===== src/rtl/mul_unit.sv =====
// Iterative RV64 M-extension multiplier (MUL/MULH/MULHSU/MULHU/MULW) on the MUL issue port.
// Latency: accept at T, one-cycle writeback pulse at T+1+DATA_WIDTH/STEP (T+17 by default).
// Backpressure: issue_ready low while busy; no writeback stall, result must be taken in DONE.
module mul_unit #(
  parameter int DATA_WIDTH  = 64,
  parameter int PRF_WIDTH   = 6,
  parameter int STEP        = 4,
  parameter int OPSEL_WIDTH = 3
) (
  input  logic                   clk,
  input  logic                   rst_n,
  input  logic                   issue_valid,
  output logic                   issue_ready,
  input  logic [OPSEL_WIDTH-1:0] op_sel,
  input  logic [DATA_WIDTH-1:0]  src0,
  input  logic [DATA_WIDTH-1:0]  src1,
  input  logic [PRF_WIDTH-1:0]   prd,
  input  logic                   prd_v,
  input  logic                   flush,
  output logic                   busy,
  output logic                   wb_valid,
  output logic [PRF_WIDTH-1:0]   wb_prd,
  output logic                   wb_prd_v,
  output logic [DATA_WIDTH-1:0]  wb_data,
  output logic                   muti_finish
);

  localparam int ITER  = DATA_WIDTH / STEP;
  localparam int CNT_W = $clog2(ITER + 1);
  localparam int HALF  = DATA_WIDTH / 2;
  localparam int PW    = 2 * DATA_WIDTH;

  localparam logic [OPSEL_WIDTH-1:0] OP_MULH   = OPSEL_WIDTH'(1);
  localparam logic [OPSEL_WIDTH-1:0] OP_MULHSU = OPSEL_WIDTH'(2);
  localparam logic [OPSEL_WIDTH-1:0] OP_MULHU  = OPSEL_WIDTH'(3);
  localparam logic [OPSEL_WIDTH-1:0] OP_MULW   = OPSEL_WIDTH'(4);

  typedef enum logic [1:0] {S_IDLE, S_BUSY, S_DONE} state_t;

  state_t                   state, state_nxt;
  logic [CNT_W-1:0]         counter;
  logic [PW-1:0]            acc, mcand, pp_sum, acc_sum, product;
  logic [DATA_WIDTH-1:0]    mplier;
  logic                     neg_q;
  logic [OPSEL_WIDTH-1:0]   op_q;
  logic [PRF_WIDTH-1:0]     prd_q;
  logic                     prd_v_q;
  logic                     accept, last_iter;
  logic [DATA_WIDTH-1:0]    opa, opb, mag_a, mag_b, res_sel;
  logic                     sign_a, sign_b;

  assign accept    = (state == S_IDLE) && issue_valid && !flush;
  assign last_iter = (state == S_BUSY) && (counter == CNT_W'(1));

  // Decode operand signedness per op and reduce both operands to magnitudes
  always_comb begin
    opa    = src0;
    opb    = src1;
    sign_a = 1'b0;
    sign_b = 1'b0;
    case (op_sel)
      OP_MULH: begin
        sign_a = src0[DATA_WIDTH-1];
        sign_b = src1[DATA_WIDTH-1];
      end
      OP_MULHSU: sign_a = src0[DATA_WIDTH-1];
      OP_MULW: begin
        opa    = {{HALF{src0[HALF-1]}}, src0[HALF-1:0]};
        opb    = {{HALF{src1[HALF-1]}}, src1[HALF-1:0]};
        sign_a = src0[HALF-1];
        sign_b = src1[HALF-1];
      end
      default: ;
    endcase
    mag_a = sign_a ? -opa : opa;
    mag_b = sign_b ? -opb : opb;
  end

  // Sum STEP shifted partial products for this iteration; fix sign on the final one
  always_comb begin
    pp_sum = '0;
    for (int i = 0; i < STEP; i++) begin
      if (mplier[i]) pp_sum = pp_sum + (mcand << i);
    end
    acc_sum = acc + pp_sum;
    product = neg_q ? -acc_sum : acc_sum;
    case (op_q)
      OP_MULH, OP_MULHSU, OP_MULHU: res_sel = product[PW-1:DATA_WIDTH];
      OP_MULW: res_sel = {{HALF{product[HALF-1]}}, product[HALF-1:0]};
      default: res_sel = product[DATA_WIDTH-1:0];
    endcase
  end

  // State register
  always_ff @(posedge clk) begin
    if (!rst_n) state <= S_IDLE;
    else        state <= state_nxt;
  end

  // Next state and handshake/writeback strobes; flush always returns to IDLE
  always_comb begin
    state_nxt   = state;
    issue_ready = 1'b0;
    busy        = 1'b1;
    wb_valid    = 1'b0;
    muti_finish = 1'b0;
    case (state)
      S_IDLE: begin
        issue_ready = 1'b1;
        busy        = 1'b0;
        if (issue_valid && !flush) state_nxt = S_BUSY;
      end
      S_BUSY: begin
        if (counter == CNT_W'(1)) state_nxt = S_DONE;
      end
      S_DONE: begin
        wb_valid    = !flush;
        muti_finish = !flush;
        state_nxt   = S_IDLE;
      end
      default: state_nxt = S_IDLE;
    endcase
    if (flush) state_nxt = S_IDLE;
  end

  // Operand capture, shift-add iteration, and result registers loaded on entry to DONE
  always_ff @(posedge clk) begin
    if (!rst_n) begin
      counter  <= '0;
      acc      <= '0;
      mcand    <= '0;
      mplier   <= '0;
      neg_q    <= 1'b0;
      op_q     <= '0;
      prd_q    <= '0;
      prd_v_q  <= 1'b0;
      wb_data  <= '0;
      wb_prd   <= '0;
      wb_prd_v <= 1'b0;
    end else if (accept) begin
      counter <= CNT_W'(ITER);
      acc     <= '0;
      mcand   <= {{DATA_WIDTH{1'b0}}, mag_a};
      mplier  <= mag_b;
      neg_q   <= sign_a ^ sign_b;
      op_q    <= op_sel;
      prd_q   <= prd;
      prd_v_q <= prd_v;
    end else if (state == S_BUSY) begin
      counter <= counter - CNT_W'(1);
      acc     <= acc_sum;
      mcand   <= mcand << STEP;
      mplier  <= mplier >> STEP;
      if (last_iter && !flush) begin
        wb_data  <= res_sel;
        wb_prd   <= prd_q;
        wb_prd_v <= prd_v_q;
      end
    end
  end

endmodule


===== config.mk =====
export PLATFORM = sky130hd
export DESIGN_NAME = mul_unit
export DESIGN_NICKNAME = d
export VERILOG_FILES = /design/src/rtl/mul_unit.sv
export SDC_FILE = /design/constraint.sdc
export NUM_CORES = 2
export LEC_CHECK = 0
export CAP_MARGIN = 20
export CORE_MARGIN = 4
export CORE_UTILIZATION = 50
export DETAILED_ROUTE_END_ITERATION = 16
export GPL_ROUTABILITY_DRIVEN = 1
export PLACE_DENSITY_LB_ADDON = 0.25
export SLEW_MARGIN = 5
export SYNTH_ARGS = -nofsm -noshare
export SYNTH_HDL_FRONTEND = slang
export SYNTH_SLANG_ARGS = --single-unit

===== constraint.sdc =====
create_clock -name clk -period 18.2 [get_ports clk]
set_clock_uncertainty 0.15 [all_clocks]
set_input_delay 3.64 -clock clk [delete_from_list [all_inputs] [get_ports clk]]
set_output_delay 3.64 -clock clk [all_outputs]
set_load 0.02 [all_outputs]

==> After elaboration in Yosys (flattened, before gate mapping) <==
Index checks and enable logic that the tools add are counted.
{ "word_totals": {"regBits": 409, "input_bits": 142, "out_inout_bits": 75, "elab_cells": 75} }
{ "op_classes": {"add_sub_neg": 8, "eq_ne": 12, "mux": 24, "n_bitwise": 3, "reduce_logical": 14} }
{ "ops": {"columns": ["operator", "n"], "rows": [
  ["2-to-1 mux 128 bit", 5],
  ["adder 128 bit", 4],
  ["2-to-1 mux 64 bit", 8],
  ["negation 128 bit", 1],
  ["negation 64 bit", 2],
  ["one-hot mux 64 bit (2 select lines)", 1],
  ["2-to-1 mux 5 bit", 2],
  ["== test 3 x 2 -> 1 bit, second input constant", 3],
  ["== test 3 x 1 -> 1 bit, second input constant", 2],
  ["== test 3 bit, second input constant", 2],
  ["OR reduction 2 bit", 3],
  ["== test 5 x 1 -> 1 bit, second input constant", 1],
  ["logical AND 1 bit", 5],
  ["subtractor 5 x 1 -> 5 bit, second input constant", 1],
  ["2-to-1 mux 2 bit", 2],
  ["!= test 2 x 1 -> 1 bit, second input constant", 2],
  ["one-hot mux 1 bit (2 select lines)", 2],
  ["one-hot mux 2 bit (2 select lines)", 1],
  ["2-to-1 mux 1 bit", 3],
  ["AND reduction 3 bit", 1],
  ["OR reduction 3 bit", 1],
  ["== test 2 x 1 -> 1 bit, second input constant", 1],
  ["== test 2 bit, second input constant", 1],
  ["logical NOT 2 bit", 1],
  ["other kinds (5)", 6]
]} }

==> Depth between registers and ports, before layout <==
{ "logic_depth": {"ltp_word": 11, "ltp_mapped": 78, "depth_no_buf": 67} }

==> Least setup slack after synthesis <==
No wires, ideal clock.
{ "synth_timing": {"path_kind": "register to register", "start": "register mplier[0]", "end": "register wb_data[63]", "setup_ps": 59, "arrival_ps": 15021, "required_time_ps": 17991, "setup_slack_ps": 2970, "path_stages_with_launch": 74, "synth_period_minus_slack_ps": 15230, "cell_sequence": "dfxtp_1 -> buf_2 -> buf_2 -> clkbuf_1 -> clkbuf_1 -> clkbuf_1 -> clkbuf_1 -> clkbuf_1 -> clkbuf_1 -> clkbuf_1 -> clkbuf_1 -> nand2_1 -> inv_1 -> ha_1 -> fa_1 -> nand2_1 -> nor3_1 -> o2bb2ai_1 -> [... 38 more ...] -> a21o_1 -> a21oi_1 -> xnor2_1 -> mux2_2 -> ha_1 -> clkbuf_1 -> and3_1 -> nand2_1 -> nor4_1 -> nand2_1 -> a31o_2 -> o211ai_1 -> nand2_1 -> or4_1 -> o41ai_2 -> xor3_1 -> o221ai_1 -> o211a_1"} }
{ "synth_between": {"elab_chain_cells": 11} }
{ "synth_rtl": {"columns": ["element", "line_no", "rtl"], "rows": [
  ["start: declaration", "43", "logic [DATA_WIDTH-1:0] mplier;"],
  ["start signal: assignment", "144", "mplier <= mag_b;"],
  ["start signal: assignment", "153", "mplier <= mplier >> STEP;"],
  ["2-to-1 mux 128 bit (*)", "83", "if (mplier[i]) pp_sum = pp_sum + (mcand << i);"],
  ["adder 128 bit", "83", null],
  ["2-to-1 mux 128 bit (*)", "83", null],
  ["adder 128 bit", "83", null],
  ["2-to-1 mux 128 bit (*)", "83", null],
  ["adder 128 bit", "83", null],
  ["2-to-1 mux 128 bit (*)", "83", null],
  ["adder 128 bit (*)", "85", "acc_sum = acc + pp_sum;"],
  ["negation 128 bit", "86", "product = neg_q ? -acc_sum : acc_sum;"],
  ["2-to-1 mux 128 bit (*)", "86", null],
  ["one-hot mux 64 bit (2 select lines) (*)", "87", "case (op_q)"],
  ["end signal: assignment", "155", "wb_data <= res_sel;"],
  ["end: declaration", "24", "output logic [DATA_WIDTH-1:0] wb_data,"]
]} }
Mark *: on every way between the ends. The rest lies on a longest branch, timed or not.
A chain may end at the register's enable or synchronous reset.

==> Worst setup path after layout <==
Ends and elaborated chain as after synthesis.

==> summary.txt <==
Clock tree
  • Max clock buf depth: 3
  • # H-tree levels: 2
  • CTS sink cnt: 409
  • Post-CTS Hold Buffers: 0
  • TritonCTS clock tree: done
  • Skew-Pair Late Insertion Delay: 690 ps
  • Post-CTS Setup Bufs: 0
  • Post-CTS sizing: 0
  • Worst-path clk slew: 70 ps
  • CTS buffer count: 53
  • Root buffer cell: clkbuf_16

Power and ir drop
  • Flop pwr share: 30.4%
  • Clock power frac: 35.9%
  • Leak: 26.47 nW
  • Switching Fraction: 40.22%
  • Total Power: 3.275 mW
  • Gate power share: 33.7%
  • Internal Power: 1.958 mW
  • Net switching power: 1.317 mW
  • Highest ir drop seen on vdd: 0.07113 mV
  • PwrDens: 49.55 mW/mm2

Critical path
  • Worst setup SP type: flop
  • Worst Path Class, Setup: flop to flop
  • Bufs and invs on worst path: 2
  • Crit path required time: 18670 ps
  • Crit-path max cell delay: 860 ps
  • Endpoint type of the worst setup path: flop
  • Crit-path slowest cell: buf_4
  • Crit path DAT: 18000 ps
  • Cell mode on critical path: a21oi_1
  • Cell family with most CP delay: compound AO/OA/AOI/OAI gates
  • Crit Path Max Fanout: 107

Yosys
  • Yosys top cell by area: dfxtp_1
  • Netlist cell types: 125
  • Post-synthesis cell area: 0.06143 mm2
  • Post-synthesis sequential area ratio: 13.33%
  • Synth Register Bits: 409
  • Adder-Cell Fraction of Synth Area: 10.29%
  • Post-synth EDFFs: 0
  • Ys Warns: 0
  • Post-synth ARST share: 0%
  • Combinational family with the most area after synthesis: compound AO/OA/AOI/OAI gates
  • Mean Syn Cell Area: 6.654 um2
  • Mapped Nets: 9877
  • Mux contribution to synthesized area: 2.868%
  • Post-synth top area share: 13.33%
  • Cell count after synthesis: 9233
  • Top_reg_cell synth: dfxtp_1
  • Synth Area in Compound Gates: 32.34%
  • Synth area leaders: dfxtp_1 (13%), ha_1 (10%), a21oi_1 (10%)
  • XOR/XNOR Fraction of Synth Area: 10.13%
  • Synthesized-area fraction occupied by and/or/nand/nor cells: 25.79%

Route
  • Detail Route Antenna Nets: 0
  • Post-detailed-routing wire length: 254000 um
  • DR iter-0 viols: 8359
  • Drc violations: 0
  • Drt pass-1 iters: 7
  • Routed WL per cell: 23.79 um
  • Vias after detailed routing: 70772
  • Vias/cell: 6.629

Finish
  • Finished Cell Area: 0.06609 mm2
  • Commonest non-fill, non-tap cell in the layout: nand2_1
  • Layout area overhead: 7.589%
  • Final nets: 9649
  • Most frequent cells in the layout: nand2_1 (1447), a21oi_1 (1234), nor2_1 (819)
  • Layout cells sized above 1: 5.315%

Outcome
  • Outcome: finished, final reports clean

STA
  • Hold WS: 304.3 ps
  • Final setup fails: 0
  • Max Clk Rate: 0.05704 GHz
  • Rel. slew slack: 11.57%
  • Final min period: 17530 ps
  • Setup TNS: 0 ps
  • Fin. Hold Viols: 0
  • Worst setup slack after layout: 667.2 ps
  • Worst-Margin Slew: 1293 ps
  • Final Max Tran Viols: 0
  • Unrepaired setup endpoints after global routing: false
  • Crit share post-route: 96.33%

Floorplan
  • Initial Util: 50.41%
  • Die width: 358.5 um
  • Die Y: 358.5 um
  • Die area: 0.1285 mm2
  • # rows: 128
  • I/O pin count: 217
  • Core area: 0.1219 mm2

Flow run
  • # Max-Cap Violations: 0

Global route
  • Antenna violations before repair: 4
  • Total grt overflow: 0
  • First-pass GRT wire length: 384500 um
  • Largest net degree at the start of global routing: 220
  • Tot GR Track Use: 37.58%
  • Vias in the first global route: 63835

Hold path
  • Worst hold path type: flop to flop

Placed design
  • Port buffer count: 216
  • Setup WS pre-CTS: 1366 ps
  • Final HPWL DP: 201600 um
  • Placement-stage cell area: 0.06420 mm2
  • Placer Congestion: 1.105
-- layout make-up --
class | instances | area (um2)
Fill cell | 12206 | 55780
Timing Repair Buffer | 322 | 2975
Inverter | 235 | 884.6
Sequential cell | 409 | 8207
Tap cell | 1625 | 2033
Antenna cell | 1 | 2.502
Clock buffer | 71 | 1504
Clock inverter | 29 | 387.9
Multi-Input combinational cell | 7984 | 50100
-- power groups by stage --
stage | registers, mW | clock network, mW | logic, mW
2_1_floorplan | 0.960 | 0 | 0.730
3_3_place_gp | 1.01 | 0 | 1.05
3_5_place_dp | 1.01 | 0 | 1.06
4_1_cts | 0.993 | 1.19 | 1.06
5_1_grt | 1.00 | 1.22 | 1.16
6_report | 0.995 | 1.18 | 1.10
-- final timing paths --
| check | from | cells past startpoint | slack, ps | to |
|---|---|---|---|---|
| setup / recovery | mplier[0]$_SDFFE_PN0P_ | 56 | 670 | wb_data[63]$_SDFFE_PN0P_ |
| setup reg to reg | mplier[0]$_SDFFE_PN0P_ | 56 | 670 | wb_data[63]$_SDFFE_PN0P_ |
| hold reg to reg | prd_q[4]$_SDFFE_PN0P_ | 2 | 300 | wb_prd[4]$_SDFFE_PN0P_ |
| hold / removal | prd_q[4]$_SDFFE_PN0P_ | 2 | 300 | wb_prd[4]$_SDFFE_PN0P_ |
-- worst reg2reg max path: cells and delay by family (launching register included) --
kind                     cells  cell delay (ps)
flip-flops                   1              550
multiplexers                 2              610
adder cells (fa/ha/maj)      4             1680
AND/OR/NAND/NOR             19             5480
XOR/XNOR                     4              700
buffers and inverters        2             1530
AO/OA/AOI/OAI               25             6770
-- routing by layer --
layer	vias to the layer above	routed length, um	global-route usage (%)
met5	-	43	0
met4	6	10970	13.71
met3	476	26870	7.478
met2	3697	104100	55.79
met1	33582	112000	53.59
li1	33011	-	-
-- cells in the mapped netlist, drive strengths merged, types with 99 or more instances --
cell type	number
nand2	1450
a21oi	1242
nor2	821
o21ai	624
clkbuf	517
ha	498
dfxtp	409
xnor2	406
a21o	308
xor2	296
inv	231
nand4	223
nor3	175
nand3	144
o21bai	138
mux2	136
a311oi	105
o31ai	103
a31oi	101
and2	99
-- flip-flops by register name, summed over array words and instances (netlist names), 2 cells and up --
register / count
prd_q: 6
acc: 128
mplier: 64
wb_prd: 6
mcand: 128
state: 2
counter: 5
op_q: 3
wb_data: 64
-- metrics by stage --
step           util (%)  instances
6_report          54.23      10676
5_1_grt           54.23      10675
4_1_cts           54.23      10675
3_3_place_gp      52.67      10573
3_5_place_dp      52.68      10575
2_1_floorplan         -       9233
-- logic make-up after synthesis --
kind of cell	Yosys count
multiplexers	159
XOR/XNOR	704
flip-flops	409
AND/OR/NAND/NOR	3436
buffers and inverters	840
AO/OA/AOI/OAI	3182
adder cells (fa/ha/maj)	503
No activity file was read; power rests on OpenSTA's default activity.
